--- src/rtl/hbm_pkg.sv ---
// Shared HBM definitions: run states, burst-length limits and
// the byte-address width shared with the parameter register block.
package hbm_pkg;

  localparam int ADDR_W_DEF = 33;
  localparam int LEN_W_DEF  = 8;
  localparam int MAX_BURST  = 256;

  typedef enum logic [1:0] {
    IDLE   = 2'd0,
    ISSUE  = 2'd1,
    FINISH = 2'd2
  } state_t;

  // Beats-per-burst to AXI arlen: 0 acts as 1, >256 clips to 256.
  function automatic logic [LEN_W_DEF-1:0] burst_len(
    input logic [15:0] bs
  );
    logic [15:0] t;
    t = bs - 16'd1;
    if (bs == 16'd0)
      return '0;
    else if (bs > 16'(MAX_BURST))
      return '1;
    else
      return t[LEN_W_DEF-1:0];
  endfunction

endpackage

--- src/rtl/hbm_read_addr_gen.sv ---
// HBM pseudo-channel read-address generator: issues ops AXI AR bursts
// at init_addr + i*stride. Ports: start/descriptor in, AR channel out,
// busy/done/issued_count status out.
module hbm_read_addr_gen
  import hbm_pkg::*;
#(
  parameter int ADDR_WIDTH = ADDR_W_DEF,
  parameter int LEN_WIDTH  = LEN_W_DEF
) (
  input  logic                  clk,
  input  logic                  rst_n,
  input  logic                  start,
  input  logic [31:0]           ops,
  input  logic [31:0]           stride,
  input  logic [ADDR_WIDTH-1:0] init_addr,
  input  logic [15:0]           mem_burst_size,
  output logic [ADDR_WIDTH-1:0] araddr,
  output logic [LEN_WIDTH-1:0]  arlen,
  output logic                  arvalid,
  input  logic                  arready,
  output logic                  busy,
  output logic                  done,
  output logic [31:0]           issued_count
);

  state_t      state;
  logic [31:0] ops_r;
  logic [31:0] stride_r;
  logic        last;

  assign last = (issued_count == ops_r - 32'd1);

  // araddr doubles as the running address; arlen holds the latched length.
  always_ff @(posedge clk or negedge rst_n) begin
    if (!rst_n) begin
      state        <= IDLE;
      ops_r        <= '0;
      stride_r     <= '0;
      araddr       <= '0;
      arlen        <= '0;
      arvalid      <= 1'b0;
      busy         <= 1'b0;
      done         <= 1'b0;
      issued_count <= '0;
    end else begin
      done <= 1'b0;
      unique case (state)
        IDLE: begin
          if (start) begin
            ops_r        <= ops;
            stride_r     <= stride;
            araddr       <= init_addr;
            arlen        <= LEN_WIDTH'(burst_len(mem_burst_size));
            issued_count <= '0;
            if (ops == 32'd0) begin
              state <= FINISH;
              done  <= 1'b1;
            end else begin
              state   <= ISSUE;
              arvalid <= 1'b1;
              busy    <= 1'b1;
            end
          end
        end
        ISSUE: begin
          if (arready) begin
            issued_count <= issued_count + 32'd1;
            araddr       <= araddr + ADDR_WIDTH'(stride_r);
            if (last) begin
              state   <= FINISH;
              arvalid <= 1'b0;
              busy    <= 1'b0;
              done    <= 1'b1;
            end
          end
        end
        FINISH: begin
          state <= IDLE;
        end
        default: begin
          state   <= IDLE;
          arvalid <= 1'b0;
          busy    <= 1'b0;
        end
      endcase
    end
  end

endmodule
--- config.mk ---
export PLATFORM = sky130hd
export DESIGN_NAME = hbm_read_addr_gen
export DESIGN_NICKNAME = d
export VERILOG_FILES = /design/src/rtl/hbm_pkg.sv /design/src/rtl/hbm_read_addr_gen.sv
export SDC_FILE = /design/constraint.sdc
export NUM_CORES = 1
export LEC_CHECK = 0
export CAP_MARGIN = 20
export CORE_UTILIZATION = 52
export CTS_CLUSTER_SIZE = 14
export DETAILED_ROUTE_END_ITERATION = 8
export PLACE_DENSITY_LB_ADDON = 0.05
export SLEW_MARGIN = 20
export SYNTH_ARGS = -nofsm -noshare
export SYNTH_HDL_FRONTEND = slang
export SYNTH_SLANG_ARGS = --single-unit
--- constraint.sdc ---
create_clock -name clk -period 3.3 [get_ports clk]
set_input_delay 0.495 -clock clk [delete_from_list [all_inputs] [get_ports clk]]
set_output_delay 0.495 -clock clk [all_outputs]
set_load 0.02 [all_outputs]
==> Word level (Yosys, flattened, before mapping) <==
Index checks and enable logic that the tools add are counted.
{ "word_totals": {"register_bits": 141, "inputBits": 117, "wordCells": 52} }
{ "op_classes": {"addsub": 4, "order_cmp": 1, "n_eq_ne": 7, "mux": 23, "bitwise_logic": 1, "reduce_logical": 8} }
{ "op_table": {"columns": ["cell", "count"], "rows": [
  ["2-to-1 mux 33 bit", 2],
  ["case mux 33 bit (2 select lines)", 1],
  ["2-to-1 mux 32 bit", 2],
  ["case mux 32 bit (2 select lines)", 1],
  ["adder 33 x 32 -> 33 bit", 1],
  ["adder 32 x 1 -> 32 bit (second input constant)", 1],
  ["equality test 32 bit", 1],
  ["logical NOT 32 bit", 1],
  ["subtractor 32 x 1 -> 32 bit (second input constant)", 1],
  ["greater-than comparator 16 x 9 -> 1 bit (second input constant)", 1],
  ["logical NOT 16 bit", 1],
  ["2-to-1 mux 8 bit", 2],
  ["2-to-1 mux 1 bit", 8],
  ["2-to-1 mux 2 bit", 4],
  ["!= test 2 bit (second input constant)", 4],
  ["subtractor 8 x 1 -> 8 bit (second input constant)", 1],
  ["AND reduction 3 bit", 2],
  ["AND reduction 5 bit", 1],
  ["case mux 2 bit (2 select lines)", 1],
  ["case mux 1 bit (3 select lines)", 1],
  ["equality test 2 x 1 -> 1 bit (second input constant)", 1],
  ["equality test 2 bit (second input constant)", 1],
  ["logical NOT 2 bit", 1],
  ["case mux 1 bit (2 select lines)", 1],
  ["other kinds (3)", 3]
]} }

==> Longest topological paths before layout <==
Gate-level depths: netlist of the first run.
{ "depth": {"depth_word": 5, "depth_mapped": 12} }

==> Least setup slack after synthesis of the first run <==
No wires, ideal clock.
{ "synth_path": {"path_type": "reg2reg", "start": "register araddr[17]", "end": "register araddr[28]", "setup_ps": 139, "arrival_ps": 2776, "required_time_ps": 3161, "setup_slack_ps": 385, "path_stages_with_launch": 11, "n_path_buf": 0, "synth_period_minus_slack_ps": 2915, "cell_sequence": "dfrtp_1 > ha_1 > a21o_1 > a21o_1 > a221o_1 > and3_1 > a2111oi_1 > o21ai_0 > a21oi_1 > xor2_1 > a31oi_1"} }
{ "synth_between": {"elab_chain_len": 3} }
{ "synth_rtl": {"columns": ["item", "line_no", "text"], "rows": [
  ["start, declared", "hbm_read_addr_gen.sv:17", "output logic [ADDR_WIDTH-1:0] araddr,"],
  ["start signal, assigned", "hbm_read_addr_gen.sv:52", "araddr <= init_addr;"],
  ["start signal, assigned", "hbm_read_addr_gen.sv:68", "araddr <= araddr + ADDR_WIDTH'(stride_r);"],
  ["adder 33 x 32 -> 33 bit", "hbm_read_addr_gen.sv:68", null],
  ["2-to-1 mux 33 bit", "hbm_read_addr_gen.sv:66", "if (arready) begin"],
  ["case mux 33 bit (2 select lines)", "hbm_read_addr_gen.sv:47", "unique case (state)"]
]} }
No other way between the ends. The select of a mux whose other input is x is not followed.
A chain may end at the register's enable or synchronous reset.

==> Worst setup path after layout of the first run <==
{ "layout_path": {"start": "register araddr[0]", "end": "register araddr[32]"} }
The elaborated chain is that of the path after synthesis.

==> flow_summary.ini, run 1 <==
[outcome]
status = completed

[grt]
grt-ovfl-total = 0
grt_pass1_vias = 8123
grt_usage_pct = 29.5
antenna_found_initial = 0
grt_max_degree = 80
grt_pass1_wl_mm = 41.5

[sta]
max_slew_margin_pct = 49.4
finClkSkew_ps = 14.0
fin_hold_ws_ps = 29.1
slew_violations = 0
hold_viol_final = 0
finalSetupViolations = 0
rsz0062_at_grt = no
setup_tns_ps = 0
max_freq_mhz = 324
period_share_pct = 93.6
fin_crit_ps = 3090
tightest_slew_ps = 757

[power_and_ir_drop]
total_power_uw = 4990
p_leak_uw = 0.00556
p_per_area_nw_per_um2 = 423
vdd.ir_drop.worst_mv = 0.411

[placement]
place_hpwl_mm = 18.6
dp_cells = 1470
place_congestion = 0.935
io_buffers = 192

[cts]
htreeDepth = 4
clk-insertion-delay-late_ps = 430
cts.path.max_buffers = 2
clk_pin_slew_ps = 60
cts_tree = built
clockRootBuffer = clkbuf_16
numCtsBuffers = 17
cts.sinks = 141
ctsHoldBuffers = 0

[finish]
fin_util_pct = 70.7
drive_gt1_share_pct = 5.46
diodes = 0
fillers = 1358
layout.nets = 1425
syn_to_final_growth_pct = 31.6
instances_no_fill = 1503

[setup_path]
rrSetupSlack_ps = 210
cp-end-kind = flip-flop
crit_type = reg -> reg
cp_max_fo = 4
startpoint = araddr[0]
setup.worst_path.start_class = flip-flop
reg2reg_from = araddr[0]
cp.arrival_ps = 3370
worst_ep_required_time_ps = 3580

[detailed_routing]
routed-wl-met3_mm = 1.85
m1WireLength_mm = 11.7
drc = 0
topRoutingLayerUsed = met4
drt-total-wl_mm = 25.5
first_iter_violations = 523
routed-wl-met2_mm = 11.7
dr.pass1.iters = 5
vias_per_cell = 5.69
final_antenna_net_count = 0
num_vias = 8554
wl_per_cell_um = 17.0

[yosys]
synth_ff_type = dfrtp_1
async_reset_ff_share_pct = 100
netlist_instances = 1083
avgSynthCellArea_sq_um = 8.28
yosys_warnings = 0
syn-num-nets = 1237
synth_seq_area_share_pct = 39.3
yosysUniqueCellTypes = 71
syn-cell-area_sq_um = 8970
netlist.area_leader.share_pct = 39.3
ys_ff_latch = 141
yosys-top-cells-area = dfrtp_1 39%, nand2_1 12%, xor2_1 5.2%
synth_edf_count = 0
synth_area_leader_cell = dfrtp_1

[die]
die-area_sq_um = 17800
rows = 47
die_h_um = 133
initial_core_util_pct = 53.7
die_x_um = 133
pin_count = 193
core-area_sq_um = 16700

[run]
cap_violations = 0

[hold_path]
hold_path.class = in -> async
==> worst max-delay path: stages, from the launching register on <==
cell and delay, ps:
dfrtp_1 370, ha_1 230, inv_1 70, fa_1 380, nor2b_1 230, o31ai_1 130, a31o_2 280, a21boi_1 270
a2111oi_1 130, buf_4 170, o31ai_1 210, o21ai_0 210, mux2i_1 200, a32oi_1 70
==> timing repair <==
| item | CTS | global route |
|---|---|---|
| gates resized for setup | 0 | 1 |
| buffers inserted | 0 | 2 |
| setup endpoints to repair | 0 | 6 |
==> Yosys cell counts, types with 3 or more instances <==
library cell  instances
xor2_1               53
ha_1                 36
and2_1                8
nor4_4                4
xnor2_1              42
clkbuf_1             36
dfrtp_1             141
a32oi_1               3
nand3_1              24
o21ai_0              68
a22o_1                9
or3_1                 7
and3_1               13
a211oi_1              5
nor2_1               85
nand4_1              15
mux2i_1               8
nor4_1               20
or4_1                 3
o21a_1                5
a21oi_1              47
nor2b_1               9
nor3_1               23
or2_2                 3
a22oi_1               8
o211ai_1             13
inv_1                18
o22ai_1               4
buf_1                 3
a31oi_1               9
a21o_1               18
nand2_1             279
o31ai_1               5
nand2b_1              8
==> path summary, 6_finish.rpt <==
kind                       cells after the start     endpoint
max in group asynchronous                      2   araddr[24]
min                                            1  stride_r[9]
min reg2reg                                    2  stride_r[3]
max                                           13   araddr[32]
min in group clk                               2  stride_r[3]
max reg2reg                                   13   araddr[32]
==> power breakdown <==
| part | leakage (uW) | total [uW] | switching (uW) | internal (uW) |
|---|---|---|---|---|
| sequential | 0.00188 | 1970 | 146 | 1820 |
| clock | 0.000301 | 2070 | 784 | 1290 |
| combinational | 0.00338 | 951 | 478 | 473 |
==> metrics by stage <==
| stage | setup WS [ps] | cell area, sq um |
|---|---|---|
| after floorplan | 385 | 8970 |
| after global placement | 229 | 11200 |
| after detailed placement | 192 | 11200 |
| after CTS | 177 | 11800 |
| after global routing | 14.7 | 11800 |
| final | 212 | 11800 |
==> state kept, by name (all words and copies together) (netlist names) <==
name and count:
done 1, issued_count 32, state 2, busy 1
stride_r 32, araddr 33, ops_r 32, arlen 8
==> cells in the final DEF (no fill, tap or decap), drive strengths merged, types with 13 or more instances in the layout <==
master         Yosys  final
nand2            279    279
clkdlybuf4s50      0    191
dfrtp            141    141
nor2              85     85
o21ai             69     69
xor2              53     53
a21oi             47     47
xnor2             42     42
ha                36     36
nand3             25     25
nor4              25     25
nor3              24     24
inv               18     22
clkbuf            36     19
buf                5     19
a21o              18     18
nand4             15     15
and3              13     13
o211ai            13     13
==> logic make-up (layout without fill, tap and decap cells) <==
family                     Yosys count  count (layout)  synth area share, %
and+or+nand+nor                    524             524                 27.2
AOI/OAI and AO/OA                  218             218                 15.4
DFF                                141             141                 39.3
xor gates and xnor gates            95              95                 9.28
buffers and inverters               59             259                 2.53
adders and majority gates           37              37                 5.25
muxes                                9               9                 1.02
==> metal layers <==
| layer | GRT usage (%) | up-vias |
|---|---|---|
| met3 | 7.19 | 22 |
| met5 | 0 | - |
| met4 | 6.94 | 0 |
| met1 | 41.0 | 4067 |
| li1 | - | 4168 |
| met2 | 46.5 | 297 |
==> area by class of cell <==
| type | count | area (sq um) | area share, % |
|---|---|---|---|
| multi-input cells | 883 | 5220 | 44.2 |
| flip-flops and latches | 141 | 3530 | 29.9 |
| inverters | 18 | 67.6 | 0.572 |
| clock inverters | 12 | 184 | 1.56 |
| clock buffers | 19 | 443 | 3.75 |
| repair buffers | 210 | 2080 | 17.7 |
| well taps | 220 | 275 | 2.33 |
(Power assumes the default switching activity.)
==> run 2: changes to the inputs <==
==> constraint.sdc (replaced) <==
create_clock -name clk -period 3.5 [get_ports clk]
set_input_delay 0.525 -clock clk [delete_from_list [all_inputs] [get_ports clk]]
set_output_delay 0.525 -clock clk [all_outputs]
set_load 0.02 [all_outputs]
==> flow_summary.ini, run 2 (synthesis gave the netlist of run 1 again) <==
[setup_path]
reg2reg_from = ops_r[0]
crit_type = reg -> reg
rrSetupSlack_ps = 320
cp-end-kind = flip-flop
slowest_delay_ps = 690
worst_ep_required_time_ps = 3800
setup.worst_path.start_class = flip-flop
crit_chain = inv_1 > ha_1 > or4b_2 > nor4_4 > and4b_1 > xor2_1 > mux2i_1 > a32oi_1 > nand4b_1 > o311ai_1 > nand3_1
startpoint = ops_r[0]
cp.arrival_ps = 3480
cp_max_fo = 7
critPathSlowestCell = or4b_2

[placement]
pre_cts_slack_ps = 372
place_congestion = 0.954
place_hpwl_mm = 18.6
io_buffers = 192

[power_and_ir_drop]
power.switching_uw = 1340
p_leak_uw = 0.00550
switching_share_pct = 29.5
p_comb_share_pct = 19.7
p_per_area_nw_per_um2 = 388
clockPowerShare_pct = 39.4
vdd.ir_drop.worst_mv = 0.374
internal-power_uw = 3200
power_frac_seq_pct = 40.9

[sta]
finClkSkew_ps = 11.4
period_share_pct = 90.8
hold_viol_final = 0
fin_hold_ws_ps = 185
setup_tns_ps = 0
tightest_slew_ps = 862
finalSetupViolations = 0
worst_slack_ps = 321
max_freq_mhz = 315
slew_violations = 0
max_slew_margin_pct = 42.5
rsz0062_at_grt = no
fin_crit_ps = 3180

[outcome]
status = completed

[cts]
cts_resized = 0
clk-insertion-delay-late_ps = 430
cts.sinks = 141
ctsHoldBuffers = 0
cts_setup_buffers = 0
clockRootBuffer = clkbuf_16
htreeDepth = 4
numCtsBuffers = 17
clk_pin_slew_ps = 60
cts.path.max_buffers = 2
cts_tree = built

[detailed_routing]
drc = 0
num_vias = 8513
dr.pass1.iters = 5
wl_per_cell_um = 17.1
final_antenna_net_count = 0
vias_per_cell = 5.69
first_iter_violations = 515
drt-total-wl_mm = 25.6

[finish]
layout.nets = 1418
mostFrequentLayoutCells = 278 x nand2_1, 191 x clkdlybuf4s50_1, 141 x dfrtp_1, 84 x nor2_1, 68 x o21ai_0
fin_util_pct = 70.0
largest_reg_flops = 33
fillers = 1405
diodes = 0
drive_gt1_share_pct = 5.02
final_common_cell = nand2_1
regMostFlops = araddr
syn_to_final_growth_pct = 30.4

[hold_path]
hold_path.class = in -> async

[grt]
grt_pass1_wl_mm = 41.9
grt_max_degree = 93
grt-ovfl-total = 0
grt_pass1_vias = 8201
grt_usage_pct = 29.9
antenna_found_initial = 0

[die]
rows = 47
core-area_sq_um = 16700
initial_core_util_pct = 53.7
die-area_sq_um = 17800
die_h_um = 133
pin_count = 193
die_x_um = 133

[run]
cap_violations = 0
## run 2: layer usage
layer  vias to the layer above  part of all wire (%)  track usage [%]
li1                       4138                     -                -
met1                      4044                    47             41.3
met2                       295                    45             47.3
met3                        36                   6.2             6.85
met4                         0                   1.6             8.02
met5                         -                     0                0
## run 2: per-stage QoR
step	instances	total power, uW	area [sq um]
after floorplan	1083	2310	8970
after global placement	1465	2760	11100
after detailed placement	1465	2770	11100
after CTS	1496	4560	11700
after global routing	1496	4720	11700
final	1496	4540	11700
## run 2: power by group through the flow
stage / Combinational [uW] / Clock (uW) / Sequential (uW)
global placement: 882 / 0 / 1880
finish: 894 / 1790 / 1850
CTS: 898 / 1810 / 1850
detailed placement: 891 / 0 / 1880
global route: 976 / 1880 / 1870
floorplan: 383 / 0 / 1930
## run 2: final cells by class
class | count | area (sq um) | share of cell area (%)
flip-flops and latches | 141 | 3530 | 30.2
inverters | 18 | 67.6 | 0.578
clock buffers | 20 | 467 | 3.99
repair buffers | 203 | 2030 | 17.4
clock inverters | 11 | 109 | 0.930
well taps | 220 | 275 | 2.35
multi-input cells | 883 | 5220 | 44.6
## run 2: worst max-delay path: cells and delay by family (launching register included)
family / cells / cell delay [ps]
and+or+nand+nor: 5 / 1700
DFF: 1 / 410
AOI/OAI and AO/OA: 2 / 380
adders and majority gates: 1 / 230
muxes: 1 / 140
buffers and inverters: 1 / 90
xor gates and xnor gates: 1 / 90
## run 2: final timing paths
check / endpoint / depth (start not counted)
max: busy / 11
min reg2reg: stride_r[14] / 2
max reg2reg: busy / 11
min: araddr[8] / 1
min in group clk: stride_r[14] / 2
max in group asynchronous: ops_r[28] / 2
==> run 3: changes to the inputs <==
--- a/config.mk
+++ b/config.mk
@@ -10,6 +10,7 @@
 export CTS_CLUSTER_SIZE = 14
 export DETAILED_ROUTE_END_ITERATION = 8
 export PLACE_DENSITY_LB_ADDON = 0.05
+export SETUP_SLACK_MARGIN = 0.02
 export SLEW_MARGIN = 20
 export SYNTH_ARGS = -nofsm -noshare
 export SYNTH_HDL_FRONTEND = slang
==> results of run 3 <==
Same layout as run 2: the final DEF is identical, and so are final timing and power.
